$ cat config.mk
export PLATFORM = sky130hd
export DESIGN_NAME = gpu_ctrl_regs_flat
export DESIGN_NICKNAME = d
export VERILOG_FILES = /design/src/rtl/gpu_ctrl_regs_pkg.sv /design/src/rtl/gpu_ctrl_regs_if.sv /design/src/rtl/gpu_ctrl_regs_axil.sv /design/src/rtl/gpu_ctrl_regs.sv /design/src/flat_wrapper.sv
export SDC_FILE = /design/constraint.sdc
export NUM_CORES = 1
export LEC_CHECK = 0
export BUFFER_PORTS_ARGS = -buffer_cell sky130_fd_sc_hd__buf_2
export CORE_MARGIN = 2
export CORE_UTILIZATION = 50
export CTS_CLUSTER_SIZE = 25
export DETAILED_ROUTE_END_ITERATION = 16
export PLACE_DENSITY = 0.81
export RECOVER_POWER = 25
export SLEW_MARGIN = 40
export SYNTH_ARGS = -nofsm -noshare
export SYNTH_HDL_FRONTEND = slang
export SYNTH_SLANG_ARGS = --single-unit
$ cat constraint.sdc
create_clock -name clk -period 9.2 [get_ports clk]
set_clock_uncertainty 0.05 [all_clocks]
set_input_delay 0.46 -clock clk [delete_from_list [all_inputs] [get_ports clk]]
set_output_delay 0.46 -clock clk [all_outputs]
set_load 0.03 [all_outputs]
$ cat src/rtl/gpu_ctrl_regs_pkg.sv
// gpu_ctrl_pkg: shared constants and types for the GPU control block.
// Holds register offsets, CTRL/STATUS bit positions, reset values, AXI resp.
package gpu_ctrl_pkg;

    // Register byte offsets (bits [5:2] are decoded)
    localparam logic [5:0] OFF_CTRL        = 6'h00;
    localparam logic [5:0] OFF_STATUS      = 6'h04;
    localparam logic [5:0] OFF_BASE_INSTR  = 6'h08;
    localparam logic [5:0] OFF_BASE_DATA   = 6'h0C;
    localparam logic [5:0] OFF_NUM_BLOCKS  = 6'h10;
    localparam logic [5:0] OFF_WARPS       = 6'h14;
    localparam logic [5:0] OFF_DEBUG_ADDR  = 6'h18;
    localparam logic [5:0] OFF_DEBUG_DATA  = 6'h1C;
    localparam logic [5:0] OFF_CYCLE_COUNT = 6'h20;

    localparam int CTRL_START_BIT      = 0;
    localparam int CTRL_SOFT_RESET_BIT = 1;
    localparam int STATUS_BUSY_BIT     = 0;
    localparam int STATUS_DONE_BIT     = 1;

    localparam logic [31:0] RST_BASE_INSTR      = 32'd0;
    localparam logic [31:0] RST_BASE_DATA       = 32'd0;
    localparam logic [31:0] RST_NUM_BLOCKS      = 32'd1;
    localparam logic [31:0] RST_WARPS_PER_BLOCK = 32'd1;

    typedef enum logic [1:0] {
        RESP_OKAY   = 2'b00,
        RESP_EXOKAY = 2'b01,
        RESP_SLVERR = 2'b10,
        RESP_DECERR = 2'b11
    } axi_resp_t;

    // Byte-lane merge of a write into an existing register value
    function automatic logic [31:0] apply_wstrb(
        input logic [31:0] old_v,
        input logic [31:0] new_v,
        input logic [3:0]  strb
    );
        logic [31:0] res;
        for (int i = 0; i < 4; i++) begin
            res[8*i +: 8] = strb[i] ? new_v[8*i +: 8] : old_v[8*i +: 8];
        end
        return res;
    endfunction

endpackage

$ cat src/rtl/gpu_ctrl_regs_if.sv
// gpu_ctrl_regs_if: AXI4-Lite slave bus bundle for gpu_ctrl_regs.
// Ports: AW/W/B/AR/R channels; master = PS side, slave = register block.
interface gpu_ctrl_regs_if #(
    parameter int ADDR_WIDTH = 6
);
    logic [ADDR_WIDTH-1:0] s_axi_awaddr;
    logic                  s_axi_awvalid;
    logic                  s_axi_awready;
    logic [31:0]           s_axi_wdata;
    logic [3:0]            s_axi_wstrb;
    logic                  s_axi_wvalid;
    logic                  s_axi_wready;
    logic [1:0]            s_axi_bresp;
    logic                  s_axi_bvalid;
    logic                  s_axi_bready;
    logic [ADDR_WIDTH-1:0] s_axi_araddr;
    logic                  s_axi_arvalid;
    logic                  s_axi_arready;
    logic [31:0]           s_axi_rdata;
    logic [1:0]            s_axi_rresp;
    logic                  s_axi_rvalid;
    logic                  s_axi_rready;

    modport master (
        output s_axi_awaddr, s_axi_awvalid,
        output s_axi_wdata, s_axi_wstrb, s_axi_wvalid,
        output s_axi_bready,
        output s_axi_araddr, s_axi_arvalid,
        output s_axi_rready,
        input  s_axi_awready, s_axi_wready,
        input  s_axi_bresp, s_axi_bvalid,
        input  s_axi_arready,
        input  s_axi_rdata, s_axi_rresp, s_axi_rvalid
    );

    modport slave (
        input  s_axi_awaddr, s_axi_awvalid,
        input  s_axi_wdata, s_axi_wstrb, s_axi_wvalid,
        input  s_axi_bready,
        input  s_axi_araddr, s_axi_arvalid,
        input  s_axi_rready,
        output s_axi_awready, s_axi_wready,
        output s_axi_bresp, s_axi_bvalid,
        output s_axi_arready,
        output s_axi_rdata, s_axi_rresp, s_axi_rvalid
    );
endinterface

$ cat src/rtl/gpu_ctrl_regs_axil.sv
// gpu_ctrl_axil_if: AXI4-Lite handshake capture for the register file.
// Ports: clk/reset, s_axi slave; o_wr_* one-cycle write strobe; o_rd_*/i_rd_data read.
module gpu_ctrl_axil_if
    import gpu_ctrl_pkg::*;
#(
    parameter int ADDR_WIDTH = 6
) (
    input  logic        clk,
    input  logic        reset,
    gpu_ctrl_regs_if.slave s_axi,
    output logic        o_wr_en,
    output logic [3:0]  o_wr_idx,
    output logic [31:0] o_wr_data,
    output logic [3:0]  o_wr_strb,
    output logic        o_rd_en,
    output logic [3:0]  o_rd_idx,
    input  logic [31:0] i_rd_data
);

    logic        r_aw_held;
    logic [3:0]  r_aw_idx;
    logic        r_w_held;
    logic [31:0] r_w_data;
    logic [3:0]  r_w_strb;
    logic        r_bvalid;
    logic        r_rvalid;
    logic [31:0] r_rdata;

    logic [ADDR_WIDTH-1:0] w_awaddr;
    logic [ADDR_WIDTH-1:0] w_araddr;
    logic w_aw_hs;
    logic w_w_hs;
    logic w_ar_hs;
    logic w_unused;

    assign w_awaddr = s_axi.s_axi_awaddr;
    assign w_araddr = s_axi.s_axi_araddr;
    // Byte-lane bits of the address are not decoded
    assign w_unused = ^{w_awaddr[1:0], w_araddr[1:0]};

    assign s_axi.s_axi_awready = !r_aw_held && !r_bvalid;
    assign s_axi.s_axi_wready  = !r_w_held && !r_bvalid;
    assign s_axi.s_axi_arready = !r_rvalid;
    assign s_axi.s_axi_bvalid  = r_bvalid;
    assign s_axi.s_axi_bresp   = RESP_OKAY;
    assign s_axi.s_axi_rvalid  = r_rvalid;
    assign s_axi.s_axi_rdata   = r_rdata;
    assign s_axi.s_axi_rresp   = RESP_OKAY;

    assign w_aw_hs = s_axi.s_axi_awvalid && s_axi.s_axi_awready;
    assign w_w_hs  = s_axi.s_axi_wvalid && s_axi.s_axi_wready;
    assign w_ar_hs = s_axi.s_axi_arvalid && s_axi.s_axi_arready;

    // Write fires once both halves are held; held flags drop that edge
    assign o_wr_en   = r_aw_held && r_w_held;
    assign o_wr_idx  = r_aw_idx;
    assign o_wr_data = r_w_data;
    assign o_wr_strb = r_w_strb;

    assign o_rd_en  = w_ar_hs;
    assign o_rd_idx = w_araddr[5:2];

    always_ff @(posedge clk or posedge reset) begin
        if (reset) begin
            r_aw_held <= 1'b0;
            r_aw_idx  <= '0;
            r_w_held  <= 1'b0;
            r_w_data  <= '0;
            r_w_strb  <= '0;
            r_bvalid  <= 1'b0;
        end else begin
            if (w_aw_hs) begin
                r_aw_held <= 1'b1;
                r_aw_idx  <= w_awaddr[5:2];
            end
            if (w_w_hs) begin
                r_w_held <= 1'b1;
                r_w_data <= s_axi.s_axi_wdata;
                r_w_strb <= s_axi.s_axi_wstrb;
            end
            if (o_wr_en) begin
                r_aw_held <= 1'b0;
                r_w_held  <= 1'b0;
                r_bvalid  <= 1'b1;
            end else if (r_bvalid && s_axi.s_axi_bready) begin
                r_bvalid <= 1'b0;
            end
        end
    end

    always_ff @(posedge clk or posedge reset) begin
        if (reset) begin
            r_rvalid <= 1'b0;
            r_rdata  <= '0;
        end else if (w_ar_hs) begin
            r_rvalid <= 1'b1;
            r_rdata  <= i_rd_data;
        end else if (r_rvalid && s_axi.s_axi_rready) begin
            r_rvalid <= 1'b0;
        end
    end

endmodule

$ cat src/rtl/gpu_ctrl_regs.sv
// gpu_ctrl_regs: AXI4-Lite control/status registers driving the GPU core.
// Ports: clk, reset (async high), s_axi bus, launch config/start/soft_reset
// outputs, execution_done in, debug window. Optional cycle counter enabled
// by GPU_CTRL_CYCLE_COUNTER_EN.
module gpu_ctrl_regs
    import gpu_ctrl_pkg::*;
#(
    parameter int ADDR_WIDTH       = 6,
    parameter int DATA_WIDTH       = 32,
    parameter int DEBUG_ADDR_WIDTH = 5
) (
    input  logic                        clk,
    input  logic                        reset,
    gpu_ctrl_regs_if.slave              s_axi,
    output logic [DATA_WIDTH-1:0]       base_instr,
    output logic [DATA_WIDTH-1:0]       base_data,
    output logic [DATA_WIDTH-1:0]       num_blocks,
    output logic [DATA_WIDTH-1:0]       warps_per_block,
    output logic                        execution_start,
    output logic                        soft_reset,
    input  logic                        execution_done,
    output logic [DEBUG_ADDR_WIDTH-1:0] debug_reg_addr,
    input  logic [DATA_WIDTH-1:0]       debug_reg_data
);

    logic                        w_wr_en;
    logic [3:0]                  w_wr_idx;
    logic [DATA_WIDTH-1:0]       w_wr_data;
    logic [3:0]                  w_wr_strb;
    logic                        w_rd_en;
    logic [3:0]                  w_rd_idx;
    logic [DATA_WIDTH-1:0]       w_rd_data;
    logic [5:0]                  w_wr_off;
    logic [5:0]                  w_rd_off;
    logic                        w_start_acc;
    logic                        w_done_rise;
    logic [DATA_WIDTH-1:0]       w_cycle_cnt;

    logic [DATA_WIDTH-1:0]       r_base_instr;
    logic [DATA_WIDTH-1:0]       r_base_data;
    logic [DATA_WIDTH-1:0]       r_num_blocks;
    logic [DATA_WIDTH-1:0]       r_warps;
    logic [DEBUG_ADDR_WIDTH-1:0] r_debug_addr;
    logic                        r_soft_reset;
    logic                        r_busy;
    logic                        r_done;
    logic                        r_done_q;
    logic                        r_exec_start;

    gpu_ctrl_axil_if #(
        .ADDR_WIDTH(ADDR_WIDTH)
    ) u_axil (
        .clk       (clk),
        .reset     (reset),
        .s_axi     (s_axi),
        .o_wr_en   (w_wr_en),
        .o_wr_idx  (w_wr_idx),
        .o_wr_data (w_wr_data),
        .o_wr_strb (w_wr_strb),
        .o_rd_en   (w_rd_en),
        .o_rd_idx  (w_rd_idx),
        .i_rd_data (w_rd_data)
    );

    assign w_wr_off = {w_wr_idx, 2'b00};
    assign w_rd_off = {w_rd_idx, 2'b00};

    // START with SOFT_RESET in the same write is a reset request, not a launch
    assign w_start_acc = w_wr_en && (w_wr_off == OFF_CTRL) && w_wr_strb[0]
                      && w_wr_data[CTRL_START_BIT]
                      && !w_wr_data[CTRL_SOFT_RESET_BIT]
                      && !r_busy && !r_soft_reset;

    // Edge, not level: a done left high from an earlier run never completes
    assign w_done_rise = execution_done && !r_done_q;

    always_ff @(posedge clk or posedge reset) begin
        if (reset) begin
            r_base_instr <= RST_BASE_INSTR;
            r_base_data  <= RST_BASE_DATA;
            r_num_blocks <= RST_NUM_BLOCKS;
            r_warps      <= RST_WARPS_PER_BLOCK;
            r_debug_addr <= '0;
            r_soft_reset <= 1'b0;
            r_busy       <= 1'b0;
            r_done       <= 1'b0;
            r_done_q     <= 1'b0;
            r_exec_start <= 1'b0;
        end else begin
            r_exec_start <= w_start_acc;
            r_done_q     <= execution_done;
            if (w_wr_en) begin
                case (w_wr_off)
                    OFF_CTRL: begin
                        if (w_wr_strb[0])
                            r_soft_reset <= w_wr_data[CTRL_SOFT_RESET_BIT];
                    end
                    OFF_BASE_INSTR: begin
                        if (!r_busy)
                            r_base_instr <= apply_wstrb(r_base_instr, w_wr_data, w_wr_strb);
                    end
                    OFF_BASE_DATA: begin
                        if (!r_busy)
                            r_base_data <= apply_wstrb(r_base_data, w_wr_data, w_wr_strb);
                    end
                    OFF_NUM_BLOCKS: begin
                        if (!r_busy)
                            r_num_blocks <= apply_wstrb(r_num_blocks, w_wr_data, w_wr_strb);
                    end
                    OFF_WARPS: begin
                        if (!r_busy)
                            r_warps <= apply_wstrb(r_warps, w_wr_data, w_wr_strb);
                    end
                    OFF_DEBUG_ADDR: begin
                        if (w_wr_strb[0])
                            r_debug_addr <= w_wr_data[DEBUG_ADDR_WIDTH-1:0];
                    end
                    default: ;
                endcase
            end
            if (r_soft_reset) begin
                r_busy <= 1'b0;
                r_done <= 1'b0;
            end else if (w_start_acc) begin
                r_busy <= 1'b1;
                r_done <= 1'b0;
            end else if (r_busy && w_done_rise) begin
                r_busy <= 1'b0;
                r_done <= 1'b1;
            end
        end
    end

`ifdef GPU_CTRL_CYCLE_COUNTER_EN
    logic [DATA_WIDTH-1:0] r_cycle_cnt;

    always_ff @(posedge clk or posedge reset) begin
        if (reset) begin
            r_cycle_cnt <= '0;
        end else if (w_start_acc) begin
            r_cycle_cnt <= '0;
        end else if (r_busy && (r_cycle_cnt != '1)) begin
            r_cycle_cnt <= r_cycle_cnt + 1'b1;
        end
    end

    assign w_cycle_cnt = r_cycle_cnt;
`else
    assign w_cycle_cnt = '0;
`endif

    // Read mux samples current state, so STATUS shows the pre-change value
    always_comb begin
        w_rd_data = '0;
        if (w_rd_en) begin
            case (w_rd_off)
                OFF_CTRL:        w_rd_data[CTRL_SOFT_RESET_BIT] = r_soft_reset;
                OFF_STATUS: begin
                    w_rd_data[STATUS_BUSY_BIT] = r_busy;
                    w_rd_data[STATUS_DONE_BIT] = r_done;
                end
                OFF_BASE_INSTR:  w_rd_data = r_base_instr;
                OFF_BASE_DATA:   w_rd_data = r_base_data;
                OFF_NUM_BLOCKS:  w_rd_data = r_num_blocks;
                OFF_WARPS:       w_rd_data = r_warps;
                OFF_DEBUG_ADDR:  w_rd_data[DEBUG_ADDR_WIDTH-1:0] = r_debug_addr;
                OFF_DEBUG_DATA:  w_rd_data = debug_reg_data;
                OFF_CYCLE_COUNT: w_rd_data = w_cycle_cnt;
                default:         w_rd_data = '0;
            endcase
        end
    end

    assign base_instr      = r_base_instr;
    assign base_data       = r_base_data;
    assign num_blocks      = r_num_blocks;
    assign warps_per_block = r_warps;
    assign execution_start = r_exec_start;
    assign soft_reset      = r_soft_reset;
    assign debug_reg_addr  = r_debug_addr;

endmodule
$ cat src/flat_wrapper.sv
// flat-port wrapper written by rule: the top's interface ports become plain ports
module gpu_ctrl_regs_flat import gpu_ctrl_pkg::*;
#(
    parameter int ADDR_WIDTH       = 6,
    parameter int DATA_WIDTH       = 32,
    parameter int DEBUG_ADDR_WIDTH = 5
)
  (clk, reset, base_instr, base_data, num_blocks, warps_per_block, execution_start, soft_reset, execution_done, debug_reg_addr, debug_reg_data, s_axi_s_axi_awaddr, s_axi_s_axi_awvalid, s_axi_s_axi_wdata, s_axi_s_axi_wstrb, s_axi_s_axi_wvalid, s_axi_s_axi_bready, s_axi_s_axi_araddr, s_axi_s_axi_arvalid, s_axi_s_axi_rready, s_axi_s_axi_awready, s_axi_s_axi_wready, s_axi_s_axi_bresp, s_axi_s_axi_bvalid, s_axi_s_axi_arready, s_axi_s_axi_rdata, s_axi_s_axi_rresp, s_axi_s_axi_rvalid);
  gpu_ctrl_regs_if #(.ADDR_WIDTH(ADDR_WIDTH)) s_axi_i ();
  input  logic clk;
  input  logic reset;
  output logic [DATA_WIDTH-1:0] base_instr;
  output logic [DATA_WIDTH-1:0] base_data;
  output logic [DATA_WIDTH-1:0] num_blocks;
  output logic [DATA_WIDTH-1:0] warps_per_block;
  output logic execution_start;
  output logic soft_reset;
  input  logic execution_done;
  output logic [DEBUG_ADDR_WIDTH-1:0] debug_reg_addr;
  input  logic [DATA_WIDTH-1:0] debug_reg_data;
  input wire logic [$bits(s_axi_i.s_axi_awaddr)-1:0] s_axi_s_axi_awaddr;
  input wire logic [$bits(s_axi_i.s_axi_awvalid)-1:0] s_axi_s_axi_awvalid;
  input wire logic [$bits(s_axi_i.s_axi_wdata)-1:0] s_axi_s_axi_wdata;
  input wire logic [$bits(s_axi_i.s_axi_wstrb)-1:0] s_axi_s_axi_wstrb;
  input wire logic [$bits(s_axi_i.s_axi_wvalid)-1:0] s_axi_s_axi_wvalid;
  input wire logic [$bits(s_axi_i.s_axi_bready)-1:0] s_axi_s_axi_bready;
  input wire logic [$bits(s_axi_i.s_axi_araddr)-1:0] s_axi_s_axi_araddr;
  input wire logic [$bits(s_axi_i.s_axi_arvalid)-1:0] s_axi_s_axi_arvalid;
  input wire logic [$bits(s_axi_i.s_axi_rready)-1:0] s_axi_s_axi_rready;
  output wire logic [$bits(s_axi_i.s_axi_awready)-1:0] s_axi_s_axi_awready;
  output wire logic [$bits(s_axi_i.s_axi_wready)-1:0] s_axi_s_axi_wready;
  output wire logic [$bits(s_axi_i.s_axi_bresp)-1:0] s_axi_s_axi_bresp;
  output wire logic [$bits(s_axi_i.s_axi_bvalid)-1:0] s_axi_s_axi_bvalid;
  output wire logic [$bits(s_axi_i.s_axi_arready)-1:0] s_axi_s_axi_arready;
  output wire logic [$bits(s_axi_i.s_axi_rdata)-1:0] s_axi_s_axi_rdata;
  output wire logic [$bits(s_axi_i.s_axi_rresp)-1:0] s_axi_s_axi_rresp;
  output wire logic [$bits(s_axi_i.s_axi_rvalid)-1:0] s_axi_s_axi_rvalid;
  assign s_axi_i.s_axi_awaddr = s_axi_s_axi_awaddr;
  assign s_axi_i.s_axi_awvalid = s_axi_s_axi_awvalid;
  assign s_axi_i.s_axi_wdata = s_axi_s_axi_wdata;
  assign s_axi_i.s_axi_wstrb = s_axi_s_axi_wstrb;
  assign s_axi_i.s_axi_wvalid = s_axi_s_axi_wvalid;
  assign s_axi_i.s_axi_bready = s_axi_s_axi_bready;
  assign s_axi_i.s_axi_araddr = s_axi_s_axi_araddr;
  assign s_axi_i.s_axi_arvalid = s_axi_s_axi_arvalid;
  assign s_axi_i.s_axi_rready = s_axi_s_axi_rready;
  assign s_axi_s_axi_awready = s_axi_i.s_axi_awready;
  assign s_axi_s_axi_wready = s_axi_i.s_axi_wready;
  assign s_axi_s_axi_bresp = s_axi_i.s_axi_bresp;
  assign s_axi_s_axi_bvalid = s_axi_i.s_axi_bvalid;
  assign s_axi_s_axi_arready = s_axi_i.s_axi_arready;
  assign s_axi_s_axi_rdata = s_axi_i.s_axi_rdata;
  assign s_axi_s_axi_rresp = s_axi_i.s_axi_rresp;
  assign s_axi_s_axi_rvalid = s_axi_i.s_axi_rvalid;
  gpu_ctrl_regs #(.ADDR_WIDTH(ADDR_WIDTH), .DATA_WIDTH(DATA_WIDTH), .DEBUG_ADDR_WIDTH(DEBUG_ADDR_WIDTH)) u_core (.clk(clk), .reset(reset), .s_axi(s_axi_i), .base_instr(base_instr), .base_data(base_data), .num_blocks(num_blocks), .warps_per_block(warps_per_block), .execution_start(execution_start), .soft_reset(soft_reset), .execution_done(execution_done), .debug_reg_addr(debug_reg_addr), .debug_reg_data(debug_reg_data));
endmodule
==> results of run 1 <==
-- routing by layer --
layer  track usage  wire (um)  up-vias
li1              -          -     3132
met1         0.343      10900     3580
met2         0.431      12800      304
met3        0.0486       1690       55
met4        0.0832        635        2
met5             0         13        -
-- final cells by class --
cell class | instances | area, um^2
Timing Repair Buffer | 265 | 1320
Tap cell | 234 | 293
Inverter | 7 | 27.5
Sequential cell | 214 | 5360
Clock inverter | 2 | 12.5
Clock buffer | 39 | 696
Fill cell | 1456 | 7080
Multi-Input combinational cell | 444 | 3860
Antenna cell | 1 | 2.50
-- flip-flops by register name, summed over array words and instances (netlist names) --
register                          flops
u_core.base_instr                    32
u_core.r_busy                         1
u_core.u_axil.o_wr_strb               4
u_core.u_axil.o_wr_data              32
u_core.u_axil.s_axi.s_axi_rvalid      1
u_core.u_axil.o_wr_idx                4
u_core.num_blocks                    32
u_core.r_done                         1
u_core.u_axil.s_axi.s_axi_rdata      32
u_core.soft_reset                     1
u_core.u_axil.r_w_held                1
u_core.r_done_q                       1
u_core.debug_reg_addr                 5
u_core.warps_per_block               32
u_core.u_axil.s_axi.s_axi_bvalid      1
u_core.execution_start                1
u_core.u_axil.r_aw_held               1
u_core.base_data                     32
-- how the worst max path moves through the flow --
| stage | startpoint | to | slack [ps] |
|---|---|---|---|
| after floorplan | reset | u_core.base_data[0]$_DFFE_PP0P_ | 2840 |
| after global placement | s_axi_s_axi_araddr[4] | u_core.u_axil.s_axi.s_axi_rdata[3]$_DFFE_PP0P_ | 6310 |
| after detailed placement | s_axi_s_axi_araddr[4] | u_core.u_axil.s_axi.s_axi_rdata[3]$_DFFE_PP0P_ | 6210 |
| after CTS | reset | u_core.debug_reg_addr[1]$_DFFE_PP0P_ | 6410 |
| after global routing | reset | u_core.u_axil.o_wr_idx[0]$_DFFE_PP0P_ | 4610 |
| final | reset | u_core.base_instr[6]$_DFFE_PP0P_ | 5370 |
-- kinds of logic after synthesis --
kind of cell | synth area share
compound gates | 0.112
buf+inv | 0.0286
flops | 0.566
mux | 0.235
other cells | 0.000396
simple gates | 0.0577
-- cells in the final DEF (no fill, tap or decap), types with 3 or more instances in the layout --
| master | n |
|---|---|
| dfrtp_1 | 212 |
| buf_2 | 197 |
| mux2_2 | 168 |
| clkbuf_1 | 68 |
| a22o_1 | 30 |
| a22oi_1 | 28 |
| nand2_1 | 27 |
| a21oi_1 | 24 |
| clkbuf_16 | 23 |
| o21ai_0 | 16 |
| mux2i_1 | 16 |
| mux2_1 | 15 |
| nand2_2 | 13 |
| nand3_1 | 13 |
| a211oi_1 | 13 |
| nor2_1 | 12 |
| o221ai_1 | 11 |
| nand2b_1 | 6 |
| inv_1 | 6 |
| o211ai_1 | 6 |
| clkbuf_8 | 6 |
| buf_4 | 5 |
| nor3b_4 | 4 |
| and2_1 | 4 |
| conb_1 | 4 |
| a32oi_1 | 3 |
-- power breakdown --
| group | switching (mW) | internal [mW] | total, mW |
|---|---|---|---|
| combinational | 0.800 | 0.483 | 1.28 |
| clock | 0.354 | 0.511 | 0.865 |
| sequential | 0.298 | 1.26 | 1.56 |
-- worst max-delay path: stages --
cell	delay [ps]
dlygate4sd3_1	530
buf_2	120
clkinvlp_2	1970
buf_6	640
buf_6	560
==> impl_metrics.yaml, run 1 <==
run_status:
  status: "finished with violations"
  violations: "capacitance limit, slew limit"
placement:
  dp_hpwl_mm: 17.2
  dp.cells: 1163
  gp_congestion: 0.835
  preCtsSetupSlack_ps: 6210
  placed_area_mm2: 0.0109
  io_buffers: 255
worst_hold_path:
  min_to: "u_core.r_done_q$_DFF_PP0_"
  min_delay_path_depth: 1
  holdCritStartpoint: "execution_done"
  hold_path_class: "input port to register"
floorplanning:
  die_area_mm2: 0.0200
  initial_utilization: 0.507
  die_h_um: 142
  dieWidth_um: 142
  ios: 264
  rows: 50
  core_area_mm2: 0.0186
detailed_routing:
  first_pass_iters: 5
  via_per_inst: 5.86
  drt-total-wl_mm: 26.0
  drt-initial-drc-count: 342
  num_vias: 7073
  drt_drc_violations_left: 0
  wl_per_cell_um: 21.6
  drtAntennaViolNets: 0
critical_path:
  ff2ff_path_depth: 4
  reg2reg_to: "u_core.u_axil.s_axi.s_axi_rdata[4]$_DFFE_PP0P_"
  critPathCaptureType: "async pin"
  reg2reg_slack_ps: 6070
  cp.required_ps: 9730
  worstPathArrival_ps: 4360
  crit_type: "input port to async pin"
  cp_max_fo: 84
  r2r_start: "u_core.u_axil.s_axi.s_axi_rvalid$_DFFE_PP0P_"
  startpoint_type: "input port"
global_route:
  grt_max_degree: 85
  gr-total-overflow: 0
  grt_pass1_wl_mm: 40.0
  grtUsageTotal: 0.258
  antenna_found_initial: 1
  first_global_vias: 7029
cts:
  clk_latency_ps: 500
  cts_buffers: 23
  cts-htree-levels: 1
  clk_pin_slew_ps: 60
  clk_path_buf_depth: 3
  cts_tree: "done"
  cts_sinks: 214
  holdBufCountCts: 1
  cts_root_buf: "clkbuf_16"
  ctsResizeCount: 0
  cts_setup_buffers: 0
timing:
  layout_setup_ws_ps: 5370
  hold-worst-slack_ps: 81.4
  max_freq_ghz: 0.261
  max_slew.worst_pin.slew_ps: 3570
  slew_headroom: -1.39
  finalHoldViolCount: 0
  period_share: 0.416
  finalCriticalPeriod_ps: 3830
  rsz0062_at_grt: "false"
  slew_violations: 125
  final.setup.tns_ps: 0
  finalSetupViolCount: 0
layout:
  final_area_mm2: 0.0116
  post-route-util: 0.620
  syn_to_final_growth_pct: 22.3
  layoutNonFillerInstCount: 1206
  nets: 1043
  drive_gt1_frac: 0.447
pwr:
  cellPowerDensity_mw_per_mm2: 320
  p_leak_nw: 5.72
  power.total_mw: 3.71
  irDropWorstVdd_uv: 288
logic_synthesis:
  synthArstFlopShare: 1.00
  ys_ff_latch: 214
  synth.top_cell.area_share: 0.561
  ys_top_cells_by_count: "dfrtp_1, mux2_2, a22o_1"
  synth.area.top_cells: "dfrtp_1, mux2_2, a22o_1, a22oi_1, mux2_1"
  yosysSeqAreaShare: 0.566
  synth_cells: 709
  synth_most_common_cell: "dfrtp_1"
  netlist_area_mm2: 0.00946
  synth_area_per_cell_um2: 13.3
  yosys_warnings: 0
  ys_types: 45
  synth_top_area_cell: "dfrtp_1"
  synth_flop_cell: "dfrtp_1"
  synth_edf_count: 0
run:
  cap_violations: 2
(Power assumes the default switching activity.)
==> inputs of run 2 (changes only) <==
clock period = 3.9 ns   (was 9.2 ns; I/O delays follow)
==> run 2 against run 1 <==
  * The flow now finishes without violations
  * Highest routed layer is now met4
  * Core utilization rose by 3.0 points
  * Largest power group unchanged
  * Final cell count rose by 4.5%
  * Flip-flop and latch count did not move
  * Sequential power rose by 140%
  * Routed wire length rose by 5.5%
  * Via count rose by 3.5%
  * Total power rose by 140%
  * Worst hold slack got worse by 52 ps
  * Final area rose by 4.8%
==> impl_metrics.yaml, run 2 (synthesis results as in run 1) <==
cts:
  clk_path_buf_depth: 3
  cts_buffers: 22
  clk_pin_slew_ps: 70
  cts_setup_buffers: 0
  cts-htree-levels: 1
  clk_latency_ps: 500
  cts_tree: "done"
  cts_root_buf: "clkbuf_16"
  cts_sinks: 214
timing:
  finalHoldViolCount: 0
  max_slew.worst_pin.slew_ps: 1300
  final.setup.tns_ps: 0
  rsz0062_at_grt: "false"
  finalSetupViolCount: 0
  max_freq_ghz: 0.395
  slew_violations: 0
  period_share: 0.650
  finalCriticalPeriod_ps: 2530
  slew_headroom: 0.128
run:
  cap_violations: 0
placement:
  io_buffers: 255
  dp.cells: 1168
  gp_congestion: 0.814
  dp_hpwl_mm: 17.9
critical_path:
  worstPathArrival_ps: 2870
  slowest_delay_ps: 850
  crit_type: "register to register"
  cp_max_fo: 25
  cp.depth: 4
  reg2reg_slack_ps: 1370
  crit_chain: "nand2b_1 > or3_1 > nor2_1 > a221o_1"
  cp_slowest_cell: "nand2b_1"
  reg2reg_to: "u_core.u_axil.s_axi.s_axi_rdata[4]$_DFFE_PP0P_"
  startpoint_type: "register"
  cp_num_buf_inv: 0
  cp.required_ps: 4240
  ff2ff_path_depth: 4
  critPathCaptureType: "register"
  crit_family: "simple AND/OR/NAND/NOR gates"
  r2r_start: "u_core.u_axil.s_axi.s_axi_rvalid$_DFFE_PP0P_"
pwr:
  comb_power_share: 0.336
  clkPwrFrac: 0.255
  p_leak_nw: 5.75
  cellPowerDensity_mw_per_mm2: 745
  irDropWorstVdd_uv: 621
  power.internal_mw: 5.51
  sequentialPowerShare: 0.409
  sw_frac_of_total: 0.390
  p_switching_mw: 3.52
layout:
  nets: 1097
  syn_to_final_growth_pct: 28.1
  drive_gt1_frac: 0.374
  layoutNonFillerInstCount: 1260
  layout_commonest_cell: "dfrtp_1"
  layout_common_cells: "dfrtp_1, mux2_2, buf_2"
worst_hold_path:
  min_to: "u_core.u_axil.s_axi.s_axi_rdata[17]$_DFFE_PP0P_"
  holdCritStartpoint: "debug_reg_data[17]"
  min_delay_path_depth: 3
  hold_path_class: "input port to register"
floorplanning:
  die_h_um: 142
  initial_utilization: 0.507
  rows: 50
  die_area_mm2: 0.0200
  dieWidth_um: 142
  core_area_mm2: 0.0186
  ios: 264
detailed_routing:
  drt-initial-drc-count: 338
  wl_per_cell_um: 21.8
  drtAntennaViolNets: 0
  drt-total-wl_mm: 27.4
  via_per_inst: 5.81
  first_pass_iters: 7
  num_vias: 7323
  drt_drc_violations_left: 0
global_route:
  first_global_vias: 7499
  grt_max_degree: 107
  gr-total-overflow: 0
  antenna_found_initial: 0
  grt_pass1_wl_mm: 41.4
  grtUsageTotal: 0.267
run_status:
  status: "finished clean"
## run 2: cell types whose count changed in the layout (fill, tap and decap cells not counted), sizes merged
cell,before,now
dlygate4sd3,1,51
bufinv,0,3
clkbuf,97,153
clkinv,1,4
inv,6,7
buf,206,147
## run 2: metrics by stage
stage          power (mW)  hold WS, ps  area [um^2]  worst slack, ps   util
2_1_floorplan        5.73          176         9470              872      -
6_report             9.03         29.0        12100             1370  0.650
3_3_place_gp         6.67          259        10900             1510  0.586
4_1_cts              9.13         6.88        12300             1500  0.659
5_1_grt              9.42         28.9        12100             1180  0.650
3_5_place_dp         6.78          260        11000             1560  0.588
## run 2: power by group through the flow
stage / Combinational (mW) / Sequential [mW] / Clock (mW)
global placement: 3.01 / 3.66 / 0
global route: 3.19 / 3.79 / 2.44
floorplan: 1.19 / 4.54 / 0
CTS: 3.14 / 3.66 / 2.33
finish: 3.03 / 3.70 / 2.30
detailed placement: 3.08 / 3.69 / 0
## run 2: layout make-up
type / count / area, um^2
clock inverter: 9 / 126
clock buffer: 31 / 686
inverter: 7 / 27.5
sequential: 214 / 5360
antenna: 1 / 2.50
fill: 1422 / 6520
tap: 234 / 293
multi-input combinational: 444 / 3860
timing repair buffer: 320 / 1770
## run 2: per-layer routing
metal	vias up	share of wire	track usage
met5	-	0	0
met2	307	0.50	0.452
li1	3229	-	-
met3	67	0.061	0.0479
met4	0	0.032	0.109
met1	3720	0.41	0.340
## run 2: repair_timing
action                    4_1_cts  5_1_grt
resized for setup               0        0
hold endpoints to repair       73        0
hold buffers                   51        0
## run 2: worst max-delay path by stage
stage | end | from
finish | u_core.u_axil.s_axi.s_axi_rdata[4]$_DFFE_PP0P_ | u_core.u_axil.s_axi.s_axi_rvalid$_DFFE_PP0P_
global route | u_core.u_axil.s_axi.s_axi_rdata[4]$_DFFE_PP0P_ | u_core.u_axil.s_axi.s_axi_rvalid$_DFFE_PP0P_
CTS | u_core.u_axil.s_axi.s_axi_rdata[4]$_DFFE_PP0P_ | s_axi_s_axi_araddr[5]
detailed placement | u_core.u_axil.s_axi.s_axi_rdata[4]$_DFFE_PP0P_ | s_axi_s_axi_araddr[5]
global placement | u_core.u_axil.s_axi.s_axi_rdata[12]$_DFFE_PP0P_ | s_axi_s_axi_araddr[4]
floorplan | u_core.base_data[0]$_DFFE_PP0P_ | reset
## run 2: tightest hold or removal path, delay by kind of cell
| family | cells | cell delay [ps] |
|---|---|---|
| buf+inv | 1 | 80 |
| compound gates | 2 | 260 |
==> inputs of run 3 (changes only) <==
clock period = 2.59 ns   (was 3.9 ns; I/O delays follow)
==> run 3 against run 2 <==
  * Setup slack got worse by 950 ps
  * Global-route usage increased by 0.37 points
  * Final cell count increased by 1.0%
  * Total power increased by 53%
  * Sequential power increased by 50%
  * Critical path type unchanged
  * Highest routed layer unchanged
==> impl_metrics.yaml, run 3 (synthesis results as in run 1) <==
run_status:
  status: "finished clean"
cts:
  clk_latency_ps: 510
  holdBufCountCts: 56
  clk_path_buf_depth: 3
  cts_buffers: 23
  clk_pin_slew_ps: 60
  cts_setup_buffers: 0
  ctsResizeCount: 0
  cts_tree: "done"
  cts_root_buf: "clkbuf_16"
  cts-htree-levels: 1
  cts_sinks: 214
timing:
  period_share: 0.838
  final.setup.tns_ps: 0
  max_freq_ghz: 0.461
  finalHoldViolCount: 0
  rsz0062_at_grt: "false"
  max_slew.worst_pin.slew_ps: 1270
  slew_violations: 0
  slew_headroom: 0.151
  finalCriticalPeriod_ps: 2170
  finalSetupViolCount: 0
floorplanning:
  initial_utilization: 0.507
  dieWidth_um: 142
  die_h_um: 142
  die_area_mm2: 0.0200
  core_area_mm2: 0.0186
  ios: 264
  rows: 50
placement:
  gp_congestion: 0.810
  dp_hpwl_mm: 18.0
  io_buffers: 255
  dp.cells: 1174
  placed_area_mm2: 0.0110
critical_path:
  cp.required_ps: 2920
  worstPathArrival_ps: 2500
  startpoint_type: "register"
  critPathCaptureType: "register"
  cp_max_fo: 8
  crit_type: "register to register"
  ff2ff_path_depth: 4
global_route:
  grtUsageTotal: 0.270
  gr-total-overflow: 0
  grt_pass1_wl_mm: 42.2
  first_global_vias: 7623
  antenna_found_initial: 1
  grt_max_degree: 53
layout:
  final_area_mm2: 0.0124
  drive_gt1_frac: 0.493
  syn_to_final_growth_pct: 31.1
  layout_commonest_cell: "buf_2"
  layoutNonFillerInstCount: 1273
  nets: 1110
  layout_common_cells: "buf_2, dfrtp_1, mux2_2"
  post-route-util: 0.665
worst_hold_path:
  hold_path_class: "input port to register"
  min_delay_path_depth: 5
pwr:
  power.internal_mw: 8.50
  irDropWorstVdd_uv: 1010
  clkPwrFrac: 0.256
  power.total_mw: 13.8
  sw_frac_of_total: 0.384
  p_leak_nw: 6.32
  sequentialPowerShare: 0.402
  p_switching_mw: 5.30
  cellPowerDensity_mw_per_mm2: 1110
  comb_power_share: 0.342
detailed_routing:
  drtAntennaViolNets: 0
  wl_per_cell_um: 21.4
  first_pass_iters: 5
  via_per_inst: 5.87
  drt-initial-drc-count: 406
  num_vias: 7471
  drt-total-wl_mm: 27.2
  drt_drc_violations_left: 0
run:
  cap_violations: 0
==> run 3: cell types whose count changed in the layout (fill, tap and decap cells not counted), moves of 2 or more <==
cell and change:
clkbuf_2 +2, clkinv_4 +3, buf_12 +3, buf_2 +121
buf_8 -2, clkbuf_8 -3, dlygate4sd3_1 +5, clkbuf_1 -119
buf_4 +2
==> run 3: power groups by stage <==
stage                     combinational [mW]  sequential, mW  clock, mW
after global placement                  4.55            5.52          0
after global routing                    5.00            5.72       3.73
after detailed placement                4.67            5.57          0
after floorplan                         1.79            6.84          0
after CTS                               4.75            5.52       3.58
final                                   4.73            5.54       3.53
==> run 3: layout make-up <==
cell class	count	area, um^2
clock inverters	13	180
clock buffers	28	644
inverters	7	27.5
well taps	234	293
flip-flops and latches	214	5360
multi-input cells	444	3860
repair buffers	332	2030
diodes	1	2.50
fillers	1347	6240
==> run 3: final timing paths <==
check / endpoint / slack, ps / start
setup / recovery: u_core.base_data[29]$_DFFE_PP0P_ / 420 / u_core.u_axil.o_wr_idx[2]$_DFFE_PP0P_
max in group asynchronous: u_core.warps_per_block[0]$_DFFE_PP1P_ / 650 / reset
min in group asynchronous: u_core.base_data[4]$_DFFE_PP0P_ / 150 / reset
hold reg to reg: u_core.u_axil.s_axi.s_axi_rdata[14]$_DFFE_PP0P_ / 420 / u_core.u_axil.s_axi.s_axi_rdata[14]$_DFFE_PP0P_
hold / removal: u_core.u_axil.s_axi.s_axi_rdata[1]$_DFFE_PP0P_ / 20 / debug_reg_data[1]
setup reg to reg: u_core.base_data[29]$_DFFE_PP0P_ / 420 / u_core.u_axil.o_wr_idx[2]$_DFFE_PP0P_
==> run 3: per-layer routing <==
layer,vias to the layer above,track usage,routed length [um]
li1,3283,-,-
met4,0,0.110,1070
met1,3732,0.363,11100
met2,371,0.446,13200
met5,-,0,0
met3,85,0.0388,1830
==> run 3: metrics by stage <==
step | worst slack [ps] | hold slack [ps]
after floorplan | -372 | 111
after global routing | 295 | 69.8
after CTS | 423 | 18.1
final | 420 | 18.2
after detailed placement | 429 | 219
after global placement | 468 | 220
==> run 3: worst max-delay path, stage by stage, from the launching register on <==
cell	delay, ps
dfrtp_1	430
nand2b_1	190
nor2_1	400
and2_1	590
mux2_2	400
